[config.mk]
export PLATFORM = sky130hd
export DESIGN_NAME = morse_msg_buffer
export DESIGN_NICKNAME = d
export VERILOG_FILES = /design/src/rtl/morse_pkg.sv /design/src/rtl/morse_char_ram.sv /design/src/rtl/morse_msg_buffer.sv
export SDC_FILE = /design/constraint.sdc
export NUM_CORES = 1
export LEC_CHECK = 0
export CAP_MARGIN = 15
export CORE_ASPECT_RATIO = 0.7
export CORE_MARGIN = 4
export CORE_UTILIZATION = 44
export CTS_CLUSTER_DIAMETER = 150
export DETAILED_ROUTE_END_ITERATION = 8
export SLEW_MARGIN = 10
export SYNTH_ARGS = -nofsm -noshare
export SYNTH_HDL_FRONTEND = slang
export SYNTH_SLANG_ARGS = --single-unit
export TNS_END_PERCENT = 1
[constraint.sdc]
create_clock -name clk -period 2.55 [get_ports clk]
set_input_delay 0.255 -clock clk [delete_from_list [all_inputs] [get_ports clk]]
set_output_delay 0.255 -clock clk [all_outputs]
set_load 0.1 [all_outputs]
[src/rtl/morse_pkg.sv]
// Shared Morse definitions: character code width, code constants, validity
// helper and the letter-handshake FSM encoding.
package morse_pkg;

    localparam int CW = 5;

    localparam logic [CW-1:0] CHAR_START = 5'd0;
    localparam logic [CW-1:0] CHAR_A = 5'd1,  CHAR_B = 5'd2,  CHAR_C = 5'd3,  CHAR_D = 5'd4;
    localparam logic [CW-1:0] CHAR_E = 5'd5,  CHAR_F = 5'd6,  CHAR_G = 5'd7,  CHAR_H = 5'd8;
    localparam logic [CW-1:0] CHAR_I = 5'd9,  CHAR_J = 5'd10, CHAR_K = 5'd11, CHAR_L = 5'd12;
    localparam logic [CW-1:0] CHAR_M = 5'd13, CHAR_N = 5'd14, CHAR_O = 5'd15, CHAR_P = 5'd16;
    localparam logic [CW-1:0] CHAR_Q = 5'd17, CHAR_R = 5'd18, CHAR_S = 5'd19, CHAR_T = 5'd20;
    localparam logic [CW-1:0] CHAR_U = 5'd21, CHAR_V = 5'd22, CHAR_W = 5'd23, CHAR_X = 5'd24;
    localparam logic [CW-1:0] CHAR_Y = 5'd25, CHAR_Z = 5'd26;
    localparam logic [CW-1:0] CHAR_UNKNOWN = 5'd31;

    typedef enum logic [1:0] {
        HS_IDLE     = 2'd0,
        HS_ACK      = 2'd1,
        HS_WAIT_LOW = 2'd2
    } hs_state_t;

    function automatic logic is_valid_char(input logic [CW-1:0] code);
        return (code >= CHAR_A) && (code <= CHAR_Z);
    endfunction

endpackage

[src/rtl/morse_char_ram.sv]
// DEPTH x CW letter store: one synchronous write port, one registered read
// port whose output is forced to blank when the caller masks the read.
module morse_char_ram #(
    parameter int DEPTH = 16,
    parameter int CW    = 5,
    parameter int IW    = $clog2(DEPTH)
) (
    input  logic          clk,
    input  logic          reset,
    input  logic          i_we,
    input  logic [IW-1:0] i_wr_addr,
    input  logic [CW-1:0] i_wr_data,
    input  logic [IW-1:0] i_rd_addr,
    input  logic          i_rd_valid,
    output logic [CW-1:0] o_rd_data
);

    logic [CW-1:0] r_mem [DEPTH];
    logic [CW-1:0] r_rd_data;

    // Storage carries no reset; stale entries are hidden by the occupancy mask.
    always_ff @(posedge clk) begin
        if (i_we) begin
            r_mem[i_wr_addr] <= i_wr_data;
        end
    end

    always_ff @(posedge clk or posedge reset) begin
        if (reset) begin
            r_rd_data <= '0;
        end else begin
            r_rd_data <= i_rd_valid ? r_mem[i_rd_addr] : '0;
        end
    end

    assign o_rd_data = r_rd_data;

endmodule

[src/rtl/morse_msg_buffer.sv]
// Message buffer behind the Morse letter decoder: captures letters over the
// done/ack handshake, supports delete-last and clear, exposes a read port.
module morse_msg_buffer
    import morse_pkg::*;
#(
    parameter int DEPTH = 16,
    parameter int CW    = morse_pkg::CW,
    parameter int IW    = $clog2(DEPTH)
) (
    input  logic          clk,
    input  logic          reset,
    input  logic [CW-1:0] ch_in,
    input  logic          ch_done,
    output logic          ch_ack,
    input  logic          clr,
    input  logic          del,
    input  logic [IW-1:0] rd_idx,
    output logic [CW-1:0] rd_char,
    output logic [IW:0]   count,
    output logic          full,
    output logic          overflow,
    output logic          bad_char
);

    localparam logic [IW:0] FULL_COUNT = (IW+1)'(DEPTH);

    hs_state_t   r_state, w_state_next;
    logic [IW:0] r_count;
    logic        r_overflow, r_bad_char;
    logic        w_accept, w_valid, w_full, w_we, w_rd_valid;

    assign w_valid    = is_valid_char(ch_in);
    assign w_full     = (r_count == FULL_COUNT);
    assign w_we       = w_accept && w_valid && !w_full;
    assign w_rd_valid = ({1'b0, rd_idx} < r_count);

    always_ff @(posedge clk or posedge reset) begin
        if (reset) begin
            r_state <= HS_IDLE;
        end else begin
            r_state <= w_state_next;
        end
    end

    // Commands win over capture; a blocked letter stays pending on ch_done.
    always_comb begin
        w_state_next = r_state;
        w_accept     = 1'b0;
        case (r_state)
            HS_IDLE: begin
                if (ch_done && !clr && !del) begin
                    w_accept     = 1'b1;
                    w_state_next = HS_ACK;
                end
            end
            HS_ACK:      w_state_next = HS_WAIT_LOW;
            HS_WAIT_LOW: if (!ch_done) w_state_next = HS_IDLE;
            default:     w_state_next = HS_IDLE;
        endcase
    end

    always_ff @(posedge clk or posedge reset) begin
        if (reset) begin
            r_count    <= '0;
            r_overflow <= 1'b0;
            r_bad_char <= 1'b0;
        end else if (clr) begin
            r_count    <= '0;
            r_overflow <= 1'b0;
            r_bad_char <= 1'b0;
        end else if (del) begin
            if (r_count != '0) r_count <= r_count - 1'b1;
        end else if (w_accept) begin
            if (!w_valid)     r_bad_char <= 1'b1;
            else if (w_full)  r_overflow <= 1'b1;
            else              r_count    <= r_count + 1'b1;
        end
    end

    morse_char_ram #(
        .DEPTH (DEPTH),
        .CW    (CW),
        .IW    (IW)
    ) u_ram (
        .clk        (clk),
        .reset      (reset),
        .i_we       (w_we),
        .i_wr_addr  (r_count[IW-1:0]),
        .i_wr_data  (ch_in),
        .i_rd_addr  (rd_idx),
        .i_rd_valid (w_rd_valid),
        .o_rd_data  (rd_char)
    );

    assign ch_ack   = (r_state == HS_ACK);
    assign count    = r_count;
    assign full     = w_full;
    assign overflow = r_overflow;
    assign bad_char = r_bad_char;

endmodule
Word-level counts from Yosys, hierarchy flattened
Memories as Yosys holds them, arrays and structs flattened.
Index checks and enable logic that the tools add are counted.
{"block": "classes", "n_addsub": 2, "n_lt_le_gt_ge": 3, "eq_ne": 9, "n_mux": 23, "n_reduce_logical": 19}
{"op": "$mux W5", "count": 7}
{"op": "$mux W1", "count": 13}
{"op": "$ne A2 B2 Y1 const B", "count": 4}
{"op": "$reduce_and A4 Y1", "count": 2}
{"op": "$pmux W2 S3", "count": 1}
{"op": "$reduce_bool A2 Y1", "count": 3}
{"op": "$reduce_bool A3 Y1", "count": 2}
{"op": "$add A5 B1 Y5 const B", "count": 1}
{"op": "$eq A5 B5 Y1 const B", "count": 1}
{"op": "$ge A5 B1 Y1 const B", "count": 1}
{"op": "$le A5 B5 Y1 const B", "count": 1}
{"op": "$logic_and A1 B1 Y1", "count": 5}
{"op": "$lt A4 B5 Y1", "count": 1}
{"op": "$reduce_bool A5 Y1", "count": 1}
{"op": "$sub A5 B1 Y5 const B", "count": 1}
{"op": "$mux W2", "count": 2}
{"op": "$logic_not A1 Y1", "count": 3}
{"op": "$ne A3 B2 Y1 const B", "count": 1}
{"op": "$ne A3 B3 Y1 const B", "count": 1}
{"op": "$reduce_and A3 Y1", "count": 1}
{"op": "$eq A2 B1 Y1 const B", "count": 1}
{"op": "$eq A2 B2 Y1 const B", "count": 1}
{"op": "$logic_not A2 Y1", "count": 1}
{"op": "$reduce_and A2 Y1", "count": 1}
{"block": "word_totals", "regBits": 14, "ramBits": 80, "out_inout_bits": 14, "word_cells": 62, "n_memories": 1}
{"name": "u_ram.r_mem", "depth": 16, "word_bits": 5, "rd": 1, "rd_ports_with_merged_regs": 0, "write_ports": 1, "line_no": "morse_char_ram.sv:18", "source": "logic [CW-1:0] r_mem [DEPTH];"}

Logic depth before layout (Yosys ltp)
Gate-level depths: netlist of the first run.
{"block": "depth", "word_depth": 9, "mapped_depth": 8, "depth_no_buf": 7}

By module
Synthesis of the first run repeated with hierarchy kept, for this count alone.
{"block": "hier_totals", "cells_unflattened": 256, "area_unflattened_um2": 4050.1}
{"module": "morse_char_ram", "n_inst": 1, "cells_each": 178, "area_per_inst_um2": 3343.2, "seq_area_each_um2": 2527.4}
{"module": "morse_msg_buffer", "n_inst": 1, "cells_each": 78, "area_per_inst_um2": 706.9, "seq_area_each_um2": 225.2}

Least setup slack after synthesis of the first run
OpenSTA, ideal clock, no wires.
{"block": "synth_path", "path_type": "register -> register", "from": "register r_count[1] (netlist: count[1])", "to": "register r_count[4] (netlist: count[4])", "arrival_ps": 2494, "path_slack_ps": -38, "stages_incl_launch_ff": 9, "n_path_buf": 1, "synth_period_minus_slack_ps": 2588, "cell_sequence": "dfrtp_1 clkbuf_1 inv_1 fa_1 nand2b_1 o2bb2ai_1 nor3b_1 a311oi_1 a211oi_1"}
{"block": "synth_between", "elab_chain_cells": 6}
{"element": "from (decl)", "line_no": "morse_msg_buffer.sv:28", "source": "logic [IW:0] r_count;"}
{"element": "from (signal assigned)", "line_no": "morse_msg_buffer.sv:72", "source": "if (r_count != '0) r_count <= r_count - 1'b1;"}
{"element": "from (signal assigned)", "line_no": "morse_msg_buffer.sv:76", "source": "else r_count <= r_count + 1'b1;"}
{"element": "$add A5 B1 Y5", "line_no": "morse_msg_buffer.sv:76"}
{"element": "$mux W5", "line_no": "morse_msg_buffer.sv:75", "source": "else if (w_full) r_overflow <= 1'b1;"}
{"element": "$mux W5", "line_no": "morse_msg_buffer.sv:74", "source": "if (!w_valid) r_bad_char <= 1'b1;"}
{"element": "$mux W5", "line_no": "morse_msg_buffer.sv:73", "source": "end else if (w_accept) begin"}
{"element": "$mux W5", "line_no": "morse_msg_buffer.sv:71", "source": "end else if (del) begin"}
{"element": "$mux W5", "line_no": "morse_msg_buffer.sv:67", "source": "end else if (clr) begin"}
Parallel ways exist; a longest one is shown, timed or not. The select of a mux whose other input is x is not followed.
A chain may end at the register's enable or synchronous reset.

Final worst setup path of the first run
{"block": "layout_path", "from": "register r_count[0] (netlist: count[0])", "to": "register r_count[4] (netlist: count[4])"}
Same word-level chain as after synthesis.

==> flow_summary.json, run 1 <==
{
  "hpwl_um": 5960,
  "die_w_um": 121,
  "grt_pass1_vias": 2199,
  "drive_gt1_share_pct": 31.5,
  "grt_first_pass_wirelength_um": 12800,
  "start_util_pct": 45.9,
  "crit_chain": "inv_1 -> fa_1 -> nand2b_1 -> o2bb2ai_1 -> a22o_2 -> a211oi_1",
  "h-tree-depth": 3,
  "clk_latency_ps": 340,
  "fin_crit_sh_pct": 84.9,
  "routed_via_density": 5.22,
  "async_flop_share_pct": 14.9,
  "p_leak_nw": 1.77,
  "postCtsSetupBuffers": 0,
  "fp.coreArea_um2": 8620,
  "synthTopCellsByArea": "edfxtp_1, mux4_2, dfrtp_1, a211oi_1, nor2_1",
  "synth_top_flop_cell": "edfxtp_1",
  "fin_crit_ps": 2170,
  "rr_startpoint": "count[0]$_DFFE_PP0P_",
  "worst_hold_path_type": "primary input to async pin",
  "cts_buffers": 9,
  "yosysSeqAreaShare_pct": 69.6,
  "stdcell_count": 415,
  "cts-resized-gates": 0,
  "required_ps": 2800,
  "final_common_cell": "edfxtp_1",
  "status": "complete, no violations",
  "grt_overflow": 0,
  "dr.pass1.iters": 4,
  "antenna_found_initial": 0,
  "area_growth_pct": 23.8,
  "critPathMaxFanout": 13,
  "rsz0062_at_grt": "false",
  "rows": 28,
  "peakVddDrop_mv": 0.423,
  "reg2reg_setup_slack_ps": 380,
  "diodes": 0,
  "yosysWarnings": 0,
  "fmax_mhz": 462,
  "synth_top_area_share_pct": 60.8,
  "drv_slew": 0,
  "start_kind": "flip-flop",
  "cp-end-kind": "flip-flop",
  "ant_nets": 0,
  "cpMaxStageDelayCell": "dfrtp_1",
  "gp_congestion": 0.761,
  "cts-root-buf": "clkbuf_16",
  "critical_path_class": "flip-flop to flip-flop",
  "grt_max_degree": 22,
  "grt.total_usage_pct": 16.8,
  "avgSynthCellArea_um2": 17.5,
  "crit_arrival_ps": 2410,
  "p_per_area_nw_per_um2": 910,
  "setup_viol": 0,
  "yosys.area.top_type": "edfxtp_1",
  "timing.critical_path.buf_inv": 1,
  "synth_edf_count": 80,
  "wirelength_um": 8130,
  "rr_worst_depth": 6,
  "finalNetCount": 311,
  "drv_cap": 0,
  "max_slew_margin_pct": 59.8,
  "die_area_um2": 10600,
  "clkTransAtPathRegs_ps": 60,
  "cts_sinks": 94,
  "drc": 0,
  "r2r_end": "count[4]$_DFFE_PP0P_",
  "crit_family": "compound AO/OA/AOI/OAI gates",
  "final_core_util_pct": 56.8,
  "fin_tns_setup_ps": 0,
  "slowest_delay_ps": 630,
  "drt-initial-drc-count": 245,
  "synth-seq-cells": 94,
  "portBuffers": 27,
  "dp.cells": 399,
  "tightest_slew_ps": 602,
  "finalClockSkew_ps": 13.2,
  "synth.cell_area_um2": 3950,
  "vias": 2168,
  "cts_buffer_depth": 2,
  "dieHeight_um": 87.3,
  "final_cell_mix": "edfxtp_1, buf_4, nor2_1, mux4_2",
  "synth_fp_nets": 247,
  "syn_inst": 226,
  "hold_buffers": 0,
  "wire_per_inst_um": 19.6,
  "finalHoldViolCount": 0,
  "io_pins": 28,
  "cts_tree": "built",
  "yosysUniqueCellTypes": 33
}
==> sequential cells by signal, indices dropped and copies added (netlist names) <==
signal / count
u_ram.r_mem: 80
count: 5
u_ram.o_rd_data: 5
r_state: 2
bad_char: 1
overflow: 1
==> metrics by stage <==
step / total power, W / cell area (um2) / setup slack (ps) / hold WS (ps)
after floorplan: 0.00273 / 3960 / 52.6 / 144
after global placement: 0.00305 / 4570 / 246 / 505
after detailed placement: 0.00306 / 4570 / 140 / 500
after CTS: 0.00450 / 4890 / 381 / 311
after global routing: 0.00463 / 4890 / 270 / 352
final: 0.00446 / 4890 / 385 / 285
==> worst register-to-register path: cells and delay by family (launching register included) <==
kind / cells / cell delay [ps]
buffers and inverters: 1 / 160
adder cells (fa/ha/maj): 1 / 440
flip-flops: 1 / 630
AND/OR/NAND/NOR: 1 / 160
AO/OA/AOI/OAI: 3 / 680
==> where the power goes <==
| group | leakage (nW) | internal [W] | total, W | switching (W) |
|---|---|---|---|---|
| Combinational | 0.714 | 0.000342 | 0.00117 | 0.000830 |
| Sequential | 0.901 | 0.00175 | 0.00185 | 0.000102 |
| Clock | 0.156 | 0.000912 | 0.00143 | 0.000518 |
==> cells by family (layout without fill, tap and decap cells) <==
kind of cell,count (synthesis),in the layout,share of synthesized area (%)
adder cells (fa/ha/maj),7,7,2.41
AND/OR/NAND/NOR,52,52,6.42
AO/OA/AOI/OAI,25,25,5.00
flip-flops,94,94,69.6
buffers and inverters,17,86,2.31
multiplexers,29,29,13.8
XOR/XNOR,2,2,0.443
==> how the worst max path moves through the flow <==
stage,startpoint,cells past startpoint,slack (ps),end
detailed placement,del,7,140,count[4]$_DFFE_PP0P_
finish,count[0]$_DFFE_PP0P_,6,380,count[4]$_DFFE_PP0P_
global route,count[0]$_DFFE_PP0P_,7,270,count[4]$_DFFE_PP0P_
global placement,del,7,250,count[4]$_DFFE_PP0P_
floorplan,count[0]$_DFFE_PP0P_,8,50,count[4]$_DFFE_PP0P_
CTS,count[0]$_DFFE_PP0P_,6,380,count[4]$_DFFE_PP0P_
==> cell usage after synthesis (all sizes together), types with 2 or more instances <==
library cell and number:
nand3 4, edfxtp 80, nor3 5, ha 6
a211oi 13, nor2b 7, inv 8, nand2b 3
mux2 4, mux4 20, a21o 3, nor4 2
xor2 2, a21oi 4, o2bb2ai 2, mux2i 5
nand2 5, clkbuf 4, dfrtp 14, nor2 23
buf 5
==> cell type report <==
| cell class | instances | area [um2] |
|---|---|---|
| inverter | 8 | 30.0 |
| multi-input combinational | 115 | 1110 |
| clock buffer | 13 | 260 |
| sequential | 94 | 2750 |
| fill | 698 | 3720 |
| clock inverter | 3 | 67.6 |
| tap | 120 | 150 |
| timing repair buffer | 62 | 523 |
==> layer usage <==
metal	vias to the layer above	part of all wire [%]	global-route usage [%]
li1	1015	-	-
met1	1103	51	25.5
met2	48	43	24.1
met3	2	4.9	4.42
met4	0	0.32	4.58
met5	-	0	0
Power figures use the tool's default switching activity.
==> run 2, diff against run 1 <==
clock period = 1.8 ns   (was 2.55 ns; I/O delays follow)
==> run 2 against run 1 <==
Net effect:
- the flow now finishes with violations (setup timing)
- total power increased by 49%
- sequential share of layout area is 3.5 points lower
- sequential cell count stayed put
- utilization is 4.0 points higher
- sequential power grew 43%
- via count is 6.0% higher
- cell count up 5.3%
- critical endpoint is now count[0]$_DFFE_PP0P_
==> flow_summary.json, run 2 (same netlist as run 1, synthesis figures left out) <==
{
  "status": "complete, but fails checks",
  "violations": "setup timing",
  "antenna_found_initial": 0,
  "drv_slew": 0,
  "finish.instance_area_um2": 5240,
  "cts-root-buf": "clkbuf_16",
  "slowest_delay_ps": 560,
  "crit_top_cell": "buf_4",
  "largest_reg_flops": 80,
  "ant_nets": 0,
  "peakVddDrop_mv": 0.847,
  "reg2reg_setup_slack_ps": -110,
  "timing.critical_path.buf_inv": 3,
  "gp_congestion": 0.795,
  "grt_first_pass_wirelength_um": 13900,
  "final_common_cell": "edfxtp_1",
  "dp_slack_ps": -548,
  "crit_arrival_ps": 2140,
  "start_util_pct": 45.9,
  "r2r_end": "u_ram.r_mem[4][0]$_DFFE_PP_",
  "cts_tree": "built",
  "fin_crit_sh_pct": 106,
  "tightest_slew_ps": 500,
  "drc": 0,
  "critPathMaxFanout": 5,
  "io_pins": 28,
  "final_cell_mix": "edfxtp_1, buf_4, nor2_1, mux4_2, a211oi_1",
  "fmax_mhz": 522,
  "routed_via_density": 5.26,
  "start_kind": "primary input",
  "die_w_um": 121,
  "grt_overflow": 0,
  "regMostFlops": "u_ram.r_mem",
  "drive_gt1_share_pct": 45.1,
  "setup_viol": 81,
  "p_leak_nw": 1.91,
  "layout_setup_ws_ps": -114,
  "fin_crit_ps": 1910,
  "die_area_um2": 10600,
  "total_power_w": 0.00664,
  "max_slew_margin_pct": 66.5,
  "cts_buffers": 9,
  "finalClockSkew_ps": 3.82,
  "finalNetCount": 333,
  "cp-startpoint": "ch_in[4]",
  "required_ps": 2030,
  "placed_area_um2": 4820,
  "wire_per_inst_um": 20.8,
  "cts_sinks": 94,
  "worst_hold_path_type": "primary input to async pin",
  "portBuffers": 27,
  "area_growth_pct": 32.5,
  "fill_cells": 682,
  "rr_worst_depth": 6,
  "cp-endpoint": "count[0]$_DFFE_PP0P_",
  "clk_latency_ps": 340,
  "hold_buffers": 0,
  "rows": 28,
  "cp-end-kind": "flip-flop",
  "h-tree-depth": 3,
  "worst-path-stages": 8,
  "critical_path_class": "primary input to flip-flop",
  "rr_startpoint": "r_state[0]$_DFFE_PP0P_",
  "grt_max_degree": 18,
  "grt_pass1_vias": 2348,
  "cts_buffer_depth": 2,
  "finalHoldViolCount": 0,
  "crit_chain": "clkdlybuf4s50_1 -> nand2_1 -> o2bb2ai_2 -> nor2b_4 -> buf_4 -> buf_4 -> a211oi_4 -> mux2_2",
  "drt-initial-drc-count": 179,
  "crit_family": "buffers and inverters",
  "clkTransAtPathRegs_ps": 70,
  "vias": 2297,
  "fp.coreArea_um2": 8620,
  "grt.total_usage_pct": 18.6,
  "diodes": 0,
  "dr.pass1.iters": 4,
  "dieHeight_um": 87.3,
  "rsz0062_at_grt": "true",
  "wirelength_um": 9100,
  "p_per_area_nw_per_um2": 1270,
  "drv_cap": 0,
  "hpwl_um": 6580,
  "cpMaxStageDelayCell": "clkdlybuf4s50_1"
}
-- run 2: cell types whose count changed in the layout (fill, tap and decap cells not counted), sizes merged --
cell	delta
inv	+2
clkinvlp	+1
buf	+22
clkinv	+2
dlygate4sd2	+4
bufinv	-1
clkdlybuf4s50	-4
clkbuf	-4
-- run 2: worst min-delay path by stage --
| stage | slack, ps | depth (start not counted) | endpoint |
|---|---|---|---|
| after detailed placement | 500 | 2 | r_state[1]$_DFFE_PP0P_ |
| after global routing | 160 | 2 | count[1]$_DFFE_PP0P_ |
| after floorplan | 70 | 1 | bad_char$_DFFE_PP0P_ |
| after global placement | 480 | 2 | overflow$_DFFE_PP0P_ |
| after CTS | 130 | 2 | bad_char$_DFFE_PP0P_ |
| final | 130 | 2 | bad_char$_DFFE_PP0P_ |
-- run 2: through the flow --
stage	cells	util (%)	setup TNS, ps	hold slack (ps)
3_3_place_gp	420	56.0	-43750	479
2_1_floorplan	226	-	-5630	69.1
6_report	437	60.8	-6920	134
3_5_place_dp	420	56.0	-44010	496
5_1_grt	437	60.8	-14360	162
4_1_cts	436	60.1	-614	131
-- run 2: routing by layer --
metal / track usage [%] / part of all wire (%) / vias to the layer above
met1: 28.5 / 49 / 1181
met2: 26.5 / 44 / 43
li1: - / - / 1064
met5: 0 / 0 / -
met3: 5.65 / 5.9 / 9
met4: 3.66 / 0.79 / 0
-- run 2: area by class of cell --
class	instances	area (um2)	share of cell area (%)
clock buffer	9	225	4.30
clock inverter	7	81.3	1.55
inverter	8	33.8	0.645
multi-input combinational	115	1220	23.4
sequential	94	2760	52.8
tap	120	150	2.87
timing repair buffer	84	758	14.5
-- run 2: worst reg2reg max path, stage by stage (launching register included) --
cell      delay, ps
dfrtp_1         370
nand2b_4        160
nor4_4          350
nor2b_4         290
nand3_2         140
nor3_2          140
buf_4           170
-- run 2: report_power, final --
| part | internal [W] | switching, W | total, W |
|---|---|---|---|
| clock network | 0.00110 | 0.000824 | 0.00192 |
| registers | 0.00250 | 0.000142 | 0.00264 |
| logic | 0.000742 | 0.00134 | 0.00208 |
| total | 0.00433 | 0.00230 | 0.00664 |
-- run 2: repair_timing --
item,CTS,global route
setup buffers,0,1
pin swaps,0,2
gates resized for setup,16,10
gates cloned,0,0
endpoints found under the setup margin,91,86
